[src/rtl/common_types_pkg.sv]
// Shared bus types for the core: word/transfer encodings plus the
// manager and data-phase-owner enums used by the AHB-Lite arbiter.
package common_types_pkg;

    typedef logic [31:0] word_t;

    typedef enum logic [1:0] {
        HTRANS_IDLE   = 2'b00,
        HTRANS_BUSY   = 2'b01,
        HTRANS_NONSEQ = 2'b10,
        HTRANS_SEQ    = 2'b11
    } htrans_t;

    typedef enum logic {
        MGR_DATA  = 1'b0,
        MGR_FETCH = 1'b1
    } ahb_mgr_t;

    typedef enum logic [1:0] {
        DP_NONE = 2'b00,
        DP_M0   = 2'b01,
        DP_M1   = 2'b10
    } dp_owner_t;

    localparam logic       HRESP_OKAY    = 1'b0;
    localparam logic       HRESP_ERROR   = 1'b1;
    localparam logic [2:0] HBURST_SINGLE = 3'b000;

    // Data-phase owner code for a granted manager.
    function automatic dp_owner_t mgr_to_dp(input ahb_mgr_t m);
        return (m == MGR_FETCH) ? DP_M1 : DP_M0;
    endfunction

    // HREADY seen by one manager: the granted one follows the bus, a stalled
    // requester is held off, an idle one only waits on its own data phase.
    function automatic logic mgr_hready(input logic granted, input logic req,
                                        input logic owns_dp, input logic bus_ready);
        if (granted) return bus_ready;
        if (req) return 1'b0;
        if (owns_dp) return bus_ready;
        return 1'b1;
    endfunction

endpackage

[src/rtl/ahb_arb_hold.sv]
// Per-manager response hold buffer: keeps a completed data-phase response
// for a manager whose next address is still waiting for the bus.
module ahb_arb_hold
    import common_types_pkg::*;
(
    input  logic        clk,
    input  logic        rst,
    input  logic        capture,
    input  logic        clear,
    input  logic [31:0] s_hrdata,
    input  logic        s_hresp,
    output logic        hold_vld,
    output logic [31:0] hold_rdata,
    output logic        hold_resp
);

    // Latch the response on capture; drop it once the manager owns the bus again.
    always_ff @(posedge clk or posedge rst) begin
        if (rst) begin
            hold_vld   <= 1'b0;
            hold_rdata <= '0;
            hold_resp  <= HRESP_OKAY;
        end else if (capture) begin
            hold_vld   <= 1'b1;
            hold_rdata <= s_hrdata;
            hold_resp  <= s_hresp;
        end else if (clear) begin
            hold_vld   <= 1'b0;
        end
    end

endmodule

[src/rtl/ahb_arbiter.sv]
// Two-manager AHB-Lite arbiter: round-robin address-phase grant with burst
// lock, data-phase ownership tracking for hwdata/response routing, and a
// response hold buffer per manager.
// Handshake: a manager's address/data beat completes on a rising edge where
// its mN_hready is 1; the bus side completes when s_hready is 1.
module ahb_arbiter
    import common_types_pkg::*;
#(
    parameter bit DEFAULT_GNT = 1'b0
) (
    input  logic        clk,
    input  logic        rst,
    input  logic [31:0] m0_haddr,
    input  logic [1:0]  m0_htrans,
    input  logic        m0_hwrite,
    input  logic [2:0]  m0_hsize,
    input  logic [2:0]  m0_hburst,
    input  logic [31:0] m0_hwdata,
    output logic [31:0] m0_hrdata,
    output logic        m0_hready,
    output logic        m0_hresp,
    input  logic [31:0] m1_haddr,
    input  logic [1:0]  m1_htrans,
    input  logic        m1_hwrite,
    input  logic [2:0]  m1_hsize,
    input  logic [2:0]  m1_hburst,
    input  logic [31:0] m1_hwdata,
    output logic [31:0] m1_hrdata,
    output logic        m1_hready,
    output logic        m1_hresp,
    output logic [31:0] s_haddr,
    output logic [1:0]  s_htrans,
    output logic        s_hwrite,
    output logic [2:0]  s_hsize,
    output logic [2:0]  s_hburst,
    output logic [31:0] s_hwdata,
    input  logic [31:0] s_hrdata,
    input  logic        s_hready,
    input  logic        s_hresp
);

    htrans_t   m0_trans, m1_trans, g_trans;
    logic      m0_req, m1_req, other_req, g_lock;
    ahb_mgr_t  gnt_q, gnt_d;
    dp_owner_t dp_q, dp_d;
    logic      hold0_vld, hold1_vld, hold0_resp, hold1_resp;
    word_t     hold0_rdata, hold1_rdata;

    assign m0_trans = htrans_t'(m0_htrans);
    assign m1_trans = htrans_t'(m1_htrans);
    assign m0_req   = (m0_trans != HTRANS_IDLE);
    assign m1_req   = (m1_trans != HTRANS_IDLE);

    // Address phase of the granted manager goes to the multiplexor.
    always_comb begin
        if (gnt_q == MGR_FETCH) begin
            s_haddr  = m1_haddr;
            g_trans  = m1_trans;
            s_hwrite = m1_hwrite;
            s_hsize  = m1_hsize;
            s_hburst = m1_hburst;
        end else begin
            s_haddr  = m0_haddr;
            g_trans  = m0_trans;
            s_hwrite = m0_hwrite;
            s_hsize  = m0_hsize;
            s_hburst = m0_hburst;
        end
    end

    assign s_htrans  = g_trans;
    assign other_req = (gnt_q == MGR_DATA) ? m1_req : m0_req;
    // A burst's opening NONSEQ locks as well, otherwise the first beat of a
    // freshly granted burst could be followed by a switch.
    assign g_lock = (g_trans == HTRANS_SEQ) || (g_trans == HTRANS_BUSY) ||
                    ((g_trans == HTRANS_NONSEQ) && (s_hburst != HBURST_SINGLE));

    // Next grant and data-phase owner; both frozen during wait states.
    always_comb begin
        gnt_d = gnt_q;
        dp_d  = dp_q;
        if (s_hready) begin
            if (!g_lock && other_req)
                gnt_d = (gnt_q == MGR_DATA) ? MGR_FETCH : MGR_DATA;
            if ((g_trans == HTRANS_NONSEQ) || (g_trans == HTRANS_SEQ))
                dp_d = mgr_to_dp(gnt_q);
            else
                dp_d = DP_NONE;
        end
    end

    // Grant and data-phase owner registers.
    always_ff @(posedge clk or posedge rst) begin
        if (rst) begin
            gnt_q <= ahb_mgr_t'(DEFAULT_GNT);
            dp_q  <= DP_NONE;
        end else begin
            gnt_q <= gnt_d;
            dp_q  <= dp_d;
        end
    end

    // Write data follows the data-phase owner; quiet when nobody owns it.
    always_comb begin
        case (dp_q)
            DP_M0:   s_hwdata = m0_hwdata;
            DP_M1:   s_hwdata = m1_hwdata;
            default: s_hwdata = '0;
        endcase
    end

    ahb_arb_hold u_hold0 (
        .clk        (clk),
        .rst        (rst),
        .capture    (s_hready && (dp_q == DP_M0) && m0_req && (gnt_q != MGR_DATA)),
        .clear      (s_hready && (gnt_q == MGR_DATA)),
        .s_hrdata   (s_hrdata),
        .s_hresp    (s_hresp),
        .hold_vld   (hold0_vld),
        .hold_rdata (hold0_rdata),
        .hold_resp  (hold0_resp)
    );

    ahb_arb_hold u_hold1 (
        .clk        (clk),
        .rst        (rst),
        .capture    (s_hready && (dp_q == DP_M1) && m1_req && (gnt_q != MGR_FETCH)),
        .clear      (s_hready && (gnt_q == MGR_FETCH)),
        .s_hrdata   (s_hrdata),
        .s_hresp    (s_hresp),
        .hold_vld   (hold1_vld),
        .hold_rdata (hold1_rdata),
        .hold_resp  (hold1_resp)
    );

    // Ready and response per manager; an error reaches only the data-phase owner.
    always_comb begin
        m0_hready = mgr_hready(gnt_q == MGR_DATA, m0_req, dp_q == DP_M0, s_hready);
        m1_hready = mgr_hready(gnt_q == MGR_FETCH, m1_req, dp_q == DP_M1, s_hready);
        m0_hrdata = hold0_vld ? hold0_rdata : s_hrdata;
        m1_hrdata = hold1_vld ? hold1_rdata : s_hrdata;
        m0_hresp  = hold0_vld ? hold0_resp : ((dp_q == DP_M0) ? s_hresp : HRESP_OKAY);
        m1_hresp  = hold1_vld ? hold1_resp : ((dp_q == DP_M1) ? s_hresp : HRESP_OKAY);
    end

endmodule

[config.mk]
export PLATFORM = sky130hd
export DESIGN_NAME = ahb_arbiter
export DESIGN_NICKNAME = d
export VERILOG_FILES = /design/src/rtl/common_types_pkg.sv /design/src/rtl/ahb_arb_hold.sv /design/src/rtl/ahb_arbiter.sv
export SDC_FILE = /design/constraint.sdc
export NUM_CORES = 1
export LEC_CHECK = 0
export ABC_AREA = 1
export ABC_CLOCK_PERIOD_IN_PS = 5600
export CORE_AREA = 2 2 126 128
export CTS_BUF_LIST = sky130_fd_sc_hd__clkbuf_8 sky130_fd_sc_hd__clkbuf_16
export DETAILED_ROUTE_END_ITERATION = 8
export DIE_AREA = 0 0 128 130
export PLACE_DENSITY = 0.7
export REMOVE_ABC_BUFFERS = 1
export SLEW_MARGIN = 10
export SYNTH_ARGS = -nofsm -noshare
export SYNTH_HDL_FRONTEND = slang
export SYNTH_SLANG_ARGS = --single-unit
[constraint.sdc]
create_clock -name clk -period 5.6 [get_ports clk]
set_input_delay 1.4 -clock clk [delete_from_list [all_inputs] [get_ports clk]]
set_output_delay 1.4 -clock clk [all_outputs]
set_load 0.1 [all_outputs]
==> summary by stage, run 1 <==
Global route
The via count of the first global-routing pass is 4791. The total global routing track utilization is 0.1923. The initial antenna violation count is 1.

The first-pass GRT wire length is ~25000 um. The total congestion overflow after global routing is 0. Entering global routing, the biggest net connects ~70 pins.

Worst setup path
Counting both buffers and inverters, the worst setup path holds a total of 2. Of all nets on the critical path, the largest fanout is 3. For flop-to-flop paths, the worst setup slack is 2.97 ns. On the critical path, the stage with the largest delay is an instance of sky130_fd_sc_hd__clkdlybuf4s50_1. The element type at the critical path start is an input pin. In this design, the stage delay of the slowest critical-path cell is 0.43 ns.

At the worst endpoint, the arrival time is 2.64 ns. The critical path crosses 5 cells after its start point. Walking the worst path, the cells encountered are clkdlybuf4s50_1, nor2_1, a21oi_1, a21oi_1, buf_4. The endpoint of the worst-slack reg-to-reg timing path is u_hold1.hold_rdata[8]. The kind of cell with the highest combined delay on the critical path is buffers and inverters. The path depth of the worst reg2reg path is 7. The startpoint identified for the worst register-to-register timing path is dp_q[0].

For the worst setup path, the data required time is between 4 and 5 ns. The worst setup path is captured at an output pin. The type of the worst setup path is in -> out. The most prevalent standard cell on the critical path is sky130_fd_sc_hd__a21oi_1.

Timing
The highest clock rate is 247.3 MHz. The relative slew slack is 0.2840. The number of hold violations in the final report is 0.

The worst hold slack across all endpoints is 0.4835 ns. The post-layout minimum cycle time is between 4 and 5 ns. The total of endpoints with negative setup slack in the final report is 0.

Setup repair after global routing left no endpoint under its margin. The transition time at the pin with the least slew margin is 1.074 ns. Dividing the final minimum period by the clock period gives 0.7220. The total negative slack for setup checks is 0 ns. The final number of max-transition violations was 0. The clock tree skew after final layout is 0.006316 ns.

Clock tree
The clock tree synthesis step divided the H-tree into 3 levels. The TritonCTS clock tree is yes. The clock passes through at most 2 buffers. Once the clock tree was built, the setup fixing pass inserted 0 buffers. The clock drives 71 sinks. The clock slew seen by the registers of the worst setup and hold paths is 0.06 ns. In this run, post-CTS hold repair placed 0 buffers.

The count of cells resized by post-cts repair is 0. The number of buffers inserted during clock tree synthesis is 9. The clock insertion delay at the later pin of the skew report is 0.33 ns. The root buffer cell chosen for the clock tree is sky130_fd_sc_hd__clkbuf_16.

Final layout
After the last flow step, the layout net total stands at 1158. The ratio of cells with drive above 1 in the final layout is 0.1839. From synthesis to final layout, the design area changed by 70.46%.

Fill cells in the final layout number approximately 1600.

Yosys
The gate count after technology mapping is 683. The sequential-to-total area share from yosys stat is 0.3961. The Yosys step of the flow raised 0 warnings. After synthesis the netlist holds a flip-flop and latch count of 71.

In this run the cell area of the synthesized design comes to 4486 um^2. The number of distinct library cells after synthesis is 22. Dividing the synthesized area by the synthesized cell count gives 6.567 um^2.

Floorplanning
The die covers 16640 um^2. In this run the standard cell core region covers 15420 um^2. The floorplan step set the die width to roughly 130 um. The floorplan step set the die height to 130 um. Row generation in the floorplan step produced 46 rows. The initial utilization of the core area, before any placement, comes to 0.2908. The I/O pin count is 323.

Power
The leakage power total is between 3 and 4 nW. VDD sags by at most ~0.43 mV. The power consumption is 5.361 mW.

In this run the power density over the cells is 701.1 nW/um^2.

Route
For this block, the via count after detailed routing is ~5200. Before antenna repair, the detailed router went through 5 iterations. The initial DRC count is 269. The via count normalized by instance count is about 4.5. Wires add up to 16950 um.

Dividing the detail-routed wire length by the instance count gives about 14 um. The post-route antenna net violation count is 0. In the routed design, unresolved DRC markers number 0.

Hold path
The type of the worst min-delay path is reg -> reg. The startpoint identified for the worst hold timing path is u_hold1.hold_rdata[16]. The worst hold path terminates at u_hold1.hold_rdata[16]. Counting instances, the worst hold path has a depth of 2.

Placed design
The half-perimeter wire length after detailed placement is 12980 um. The number of input and output port buffers inserted is 322. At the end of routability-driven placement, the weighted congestion stood at between 0.8 and 0.9.

Run status
The flow ran to the end, and the final reports show no timing, DRC or antenna violations.

Job
The count of max-cap constraint violations is 0.
## tightest hold or removal path: cells and delay by family (launching register included)
kind,cells,cell delay (ns)
flip-flops,1,0.34
AO/OA/AOI/OAI,1,0.05
AND/OR/NAND/NOR,1,0.06
## layer usage
layer	wire, um	vias to the layer above	GRT usage	share of wire
met5	0	-	0	0
met4	396	0	0.06335	0.023
met3	1110	24	0.04100	0.065
met2	8209	179	0.3209	0.48
met1	7233	2312	0.2501	0.43
li1	-	2726	-	-
## cells by family (layout without fill, tap and decap cells)
group / Yosys count / after routing / synth area share
buffers and inverters: 97 / 393 / 0.1091
AO/OA/AOI/OAI: 170 / 170 / 0.1975
flip-flops: 71 / 71 / 0.3961
adder cells (fa/ha/maj): 2 / 2 / 0.005578
AND/OR/NAND/NOR: 343 / 343 / 0.2918
other: 0 / 1 / 0
## registers in the layout, summed over array words and instances, names as in the netlist
register / cells
dp_q: 2
gnt_q: 1
u_hold0.hold_rdata: 32
u_hold0.hold_resp: 1
u_hold0.hold_vld: 1
u_hold1.hold_rdata: 32
u_hold1.hold_resp: 1
u_hold1.hold_vld: 1
## through the flow
stage	std cells	utilization	setup slack (ns)	area (um^2)
finish	1172	0.4957	1.557	7646
global placement	1155	0.4759	1.582	7341
detailed placement	1155	0.4759	1.562	7341
CTS	1171	0.4955	1.561	7644
floorplan	635	-	0.4936	4183
global route	1171	0.4955	1.456	7644
## power by group
group	leakage [nW]	total (mW)	switching, mW	internal [mW]
Sequential	0.899	0.962	0.217	0.745
Clock	0.147	0.582	0.232	0.350
Combinational	2.63	3.82	3.05	0.769
Total	3.67	5.36	3.50	1.86
## synthesized netlist by cell type
cell type	n	share of area
sky130_fd_sc_hd__o21ai_0	74	0.083
sky130_fd_sc_hd__buf_4	4	0.0067
sky130_fd_sc_hd__o21ai_2	8	0.016
sky130_fd_sc_hd__inv_2	2	0.0017
sky130_fd_sc_hd__o31ai_1	1	0.0017
sky130_fd_sc_hd__clkbuf_1	18	0.015
sky130_fd_sc_hd__nand2_2	1	0.0014
sky130_fd_sc_hd__nor2_1	4	0.0033
sky130_fd_sc_hd__ha_1	2	0.0056
sky130_fd_sc_hd__nor2_4	1	0.0025
sky130_fd_sc_hd__buf_2	11	0.012
sky130_fd_sc_hd__inv_4	1	0.0014
sky130_fd_sc_hd__buf_6	12	0.030
sky130_fd_sc_hd__nand3_1	3	0.0033
sky130_fd_sc_hd__o21ai_1	52	0.058
sky130_fd_sc_hd__dfrtp_1	71	0.40
sky130_fd_sc_hd__clkbuf_2	3	0.0033
sky130_fd_sc_hd__nand3b_2	1	0.0025
sky130_fd_sc_hd__nand2_1	333	0.28
sky130_fd_sc_hd__a21oi_1	34	0.038
sky130_fd_sc_hd__a22oi_1	1	0.0017
sky130_fd_sc_hd__inv_1	46	0.038
## worst max-delay path by stage
stage	startpoint	end	slack, ns
floorplan	s_hresp	m0_hresp	0.49
global placement	m0_htrans[0]	m0_hready	1.58
detailed placement	m0_htrans[0]	m0_hready	1.56
CTS	s_hready	m0_hready	1.56
global route	m0_htrans[0]	m0_hready	1.46
finish	m0_htrans[0]	m0_hready	1.56
## final cells by class
| class | instances | area [um^2] | area share |
|---|---|---|---|
| repair buffers | 328 | 2915 | 0.3813 |
| multi-input cells | 515 | 2220 | 0.2903 |
| flip-flops and latches | 71 | 1779 | 0.2327 |
| well taps | 192 | 240.2 | 0.03142 |
| clock buffers | 9 | 225.2 | 0.02946 |
| inverters | 49 | 186.4 | 0.02438 |
| clock inverters | 7 | 77.57 | 0.01015 |
| diodes | 1 | 2.502 | 0.0003273 |
## placed cells by master (no fill, tap or decap)
| cell | synthesis | routed |
|---|---|---|
| sky130_fd_sc_hd__nand2_1 | 333 | 333 |
| sky130_fd_sc_hd__clkdlybuf4s50_1 | 0 | 181 |
| sky130_fd_sc_hd__buf_4 | 4 | 147 |
| sky130_fd_sc_hd__o21ai_0 | 74 | 74 |
| sky130_fd_sc_hd__dfrtp_1 | 71 | 69 |
| sky130_fd_sc_hd__o21ai_1 | 52 | 52 |
| sky130_fd_sc_hd__inv_1 | 46 | 45 |
| sky130_fd_sc_hd__a21oi_1 | 34 | 34 |
| sky130_fd_sc_hd__clkbuf_16 | 0 | 9 |
| sky130_fd_sc_hd__o21ai_2 | 8 | 8 |
| sky130_fd_sc_hd__nor2_1 | 4 | 4 |
| sky130_fd_sc_hd__inv_2 | 2 | 3 |
| sky130_fd_sc_hd__nand3_1 | 3 | 3 |
| sky130_fd_sc_hd__inv_6 | 0 | 3 |
| sky130_fd_sc_hd__ha_1 | 2 | 2 |
| sky130_fd_sc_hd__dfrtp_2 | 0 | 2 |
| sky130_fd_sc_hd__diode_2 | 0 | 1 |
| sky130_fd_sc_hd__nor2_4 | 1 | 1 |
| sky130_fd_sc_hd__nand3b_2 | 1 | 1 |
| sky130_fd_sc_hd__nand2_2 | 1 | 1 |
| sky130_fd_sc_hd__inv_4 | 1 | 1 |
| sky130_fd_sc_hd__o31ai_1 | 1 | 1 |
| sky130_fd_sc_hd__a22oi_1 | 1 | 1 |
| sky130_fd_sc_hd__clkinv_2 | 0 | 1 |
| sky130_fd_sc_hd__clkinvlp_4 | 0 | 1 |
| sky130_fd_sc_hd__clkinv_4 | 0 | 1 |
| sky130_fd_sc_hd__bufinv_16 | 0 | 1 |
Note: power is estimated with default switching activity, not from simulation.
==> run 2, diff against run 1 <==
Settings changed: ABC_CLOCK_PERIOD_IN_PS 5600 to 3300, CORE_AREA 2 2 126 128 to 2 2 125 127, DIE_AREA 0 0 128 130 to 0 0 127 129, PLACE_DENSITY 0.7 to 0.74.
Clock period 5.6 ns to 3.3 ns, I/O delays scaled along.
==> summary by stage, run 2 (synthesis gave the netlist of run 1 again) <==
Placed design
The final RePlAce weighted congestion is 0.8630 (was 0.8632). The placed cell count was 1156 (was 1155). The number of input and output port buffers inserted is 322 (unchanged). The half-perimeter wire length after detailed placement is 13880 um (was 12980 um).

The instance area at placement is 9200 um^2 (was 7341 um^2).

Clock tree
The clock slew seen by the registers of the worst setup and hold paths came to 0.06 ns (about the same). The clock sink count is 71 (unchanged). The deepest level of the CTS H-tree was 3 (unchanged). The number of setup buffers added after CTS is 0 (unchanged). The TritonCTS clock tree is yes (unchanged).

The number of buffers inserted during clock tree synthesis is 9 (unchanged). The quantity of hold-fixing buffers added after cts is 0 (unchanged). The count of cells resized by post-cts repair is 0 (unchanged). The worst-case clock buffer depth is 2 (unchanged).

The clock insertion delay at the later pin of the skew report is 0.33 ns (about the same). The root buffer cell is sky130_fd_sc_hd__clkbuf_16 (unchanged).

Global route
The total congestion overflow after global routing is 0 (unchanged). The first-pass GRT wire length is 26250 um (was 25140 um). The initial antenna violation count came to 1 (unchanged). The total global routing track utilization is 0.2019 (was 0.1923). The pin count of the biggest net entering global routing is 68 (unchanged). The via count of the first global-routing pass is 4945 (was 4791).

Floorplanning
The chip width is 127 um (was 128 um). The count of standard-cell rows was 45 (was 46). The placeable core region came to 14980 um^2 (was 15420 um^2).

The die extent in y is 129 um (was 130 um). The I/O pin count is 323 (unchanged). The effective utilization at floorplan is 0.2995 (was 0.2908). The die area came to 16380 um^2 (was 16640 um^2).

Final layout
The synthesis-to-layout area growth is 111.7% (was 70.46%). The number of diodes came to 0 (was 1). The area of all placed cells without fillers is 9494 um^2 (was 7646 um^2). The most common cell after layout, fill and taps aside is sky130_fd_sc_hd__nand2_1 (unchanged). The number of nets in the layout is 1163 (was 1158). Highest-count cells in the layout ignoring fill and taps: 333 x sky130_fd_sc_hd__nand2_1, 181 x sky130_fd_sc_hd__clkdlybuf4s50_1, 146 x sky130_fd_sc_hd__buf_12, 74 x sky130_fd_sc_hd__o21ai_0, 69 x sky130_fd_sc_hd__dfrtp_1 (was 333 x sky130_fd_sc_hd__nand2_1, 181 x sky130_fd_sc_hd__clkdlybuf4s50_1, 147 x sky130_fd_sc_hd__buf_4, 74 x sky130_fd_sc_hd__o21ai_0, 69 x sky130_fd_sc_hd__dfrtp_1).

Leading registers by flop count: u_hold0.hold_rdata (32), u_hold1.hold_rdata (32), dp_q (2) (unchanged). The ratio of cells with drive above 1 in the final layout was 0.1880 (was 0.1839). The final standard cell count with taps included and fillers excluded is 1172 (unchanged).

Worst setup path
The worst flop-to-flop path startpoint is dp_q[0] (unchanged). The minimum setup slack among reg-to-reg paths came to 1.33 ns (was 2.97 ns). The element type at the critical path start is a flip-flop (was input pin). The type of element capturing the critical path is an output pin (unchanged). The arrival time at the worst endpoint is 2.20 ns (was 2.64 ns). The delay of the slowest cell on the worst path is 0.61 ns (was 0.43 ns).

The endpoint of the worst-slack reg-to-reg timing path was u_hold1.hold_rdata[13] (was u_hold1.hold_rdata[8]). The maximum net fanout on the critical path was 23 (was 3). The path depth of the worst reg2reg path is 7 (unchanged). The data required time at the worst endpoint came to 2.47 ns (was 4.20 ns).

Cell breakdown of the critical path: inv_1, ha_1, a21oi_1, buf_12 (was clkdlybuf4s50_1, nor2_1, a21oi_1, a21oi_1, buf_4). The cell type of the slowest stage on the worst timing path is sky130_fd_sc_hd__ha_1 (was sky130_fd_sc_hd__clkdlybuf4s50_1). The type of the worst setup path is reg -> out (was in -> out).

Timing
RSZ-0062 raised after global routing: false (unchanged). The post-layout minimum cycle time is 3.029 ns. The highest clock rate is 330.1 MHz.

The number of hold violations in the final report is 0 (unchanged). The final number of max-transition violations is 0 (unchanged). The relative slew slack is 0.4579 (was 0.2840). The share of the clock period used by the worst path is 0.9179.

The total of endpoints with negative setup slack in the final report was 0 (unchanged). The transition time at the pin with the least slew margin came to 0.8132 ns (was 1.074 ns). The clock tree skew after final layout is 0.01029 ns (was 0.006316 ns).

Route
The post-route antenna net violation count was 0 (unchanged). The remaining routing DRC violations was 0 (unchanged). The first-pass iteration count of the detailed router came to 4 (was 5). The post-detailed-routing wire length came to 17170 um (was 16950 um). The via total after detailed routing was 5362 (was 5241). The mean routed wirelength per cell is 14.65 um (was 14.46 um). The initial DRC count is 371 (was 269).

The via count normalized by instance count is 4.575 (was 4.472).

Power
The power density relative to cell area is 1132 nW/um^2 (was 701.1 nW/um^2). The leakage power total came to 4.295 nW (was 3.675 nW). The worst-case vdd ir drop is 0.6162 mV (was 0.4320 mV).

Run status
Result of the run: finished, final reports clean (unchanged).

Hold path
The startpoint of the tightest hold check path is u_hold0.hold_rdata[30] (was u_hold1.hold_rdata[16]). The type of the worst min-delay path is reg -> reg (unchanged). The worst hold path stage count is 2 (unchanged).

The end of the worst hold path is u_hold0.hold_rdata[30] (was u_hold1.hold_rdata[16]).

Job
The count of max-cap constraint violations was 0 (unchanged).
## run 2: cell count changes in the layout (fill, tap and decap cells not counted), sizes merged
cell,previous run,this run
clkinvlp,1,0
bufinv,1,0
clkinv,2,1
inv,52,55
diode,1,0
buf,147,152
## run 2: final cells by class
cell class,instances,area [um^2]
Clock buffer,9,225.2
Clock inverter,7,68.82
Inverter,49,186.4
Multi-Input combinational cell,515,2220
Timing Repair Buffer,333,4780
Fill cell,1257,5483
Sequential cell,71,1779
Tap cell,188,235.2
## run 2: per-layer routing
layer	wire, um	part of all wire	up-vias	global-route usage
li1	-	-	2749	-
met1	6771	0.39	2407	0.2497
met2	9130	0.53	189	0.3612
met3	1054	0.061	15	0.04740
met4	195	0.011	2	0.04137
met5	13	0.00076	-	0
## run 2: worst max-delay path by stage
stage | startpoint | end | slack [ns] | depth (start not counted)
3_3_place_gp | m0_htrans[0] | m0_hready | 0.43 | 5
6_report | dp_q[0] | s_hwdata[24] | 0.27 | 4
4_1_cts | dp_q[0] | s_hwdata[31] | 0.26 | 5
5_1_grt | dp_q[0] | s_hwdata[31] | 0.14 | 6
2_1_floorplan | dp_q[1] | m0_hresp | -0.94 | 4
3_5_place_dp | s_hready | m0_hready | 0.43 | 6
## run 2: through the flow
step / utilization / TNS (ns) / hold WS, ns / power [mW] / setup slack (ns)
after CTS: 0.6339 / 0 / 0.4832 / 10.85 / 0.2637
after detailed placement: 0.6143 / 0 / 0.4687 / 9.878 / 0.4255
after global routing: 0.6339 / 0 / 0.5076 / 11.18 / 0.1429
final: 0.6339 / 0 / 0.4854 / 10.75 / 0.2708
after floorplan: - / -53.19 / 0.4534 / 6.636 / -0.9409
after global placement: 0.6143 / 0 / 0.4641 / 9.795 / 0.4263
## run 2: worst max-delay path, delay by kind of cell (launching register included)
family,cells,cell delay [ns]
AO/OA/AOI/OAI,1,0.57
buffers and inverters,2,0.30
flip-flops,1,0.38
adder cells (fa/ha/maj),1,0.61
## run 2: where the power goes
group          total, mW  switching (mW)  leakage [nW]  internal, mW
Sequential          1.56           0.294         0.899          1.27
Combinational       8.24            5.55          3.25          2.69
Clock              0.945           0.411         0.147         0.534
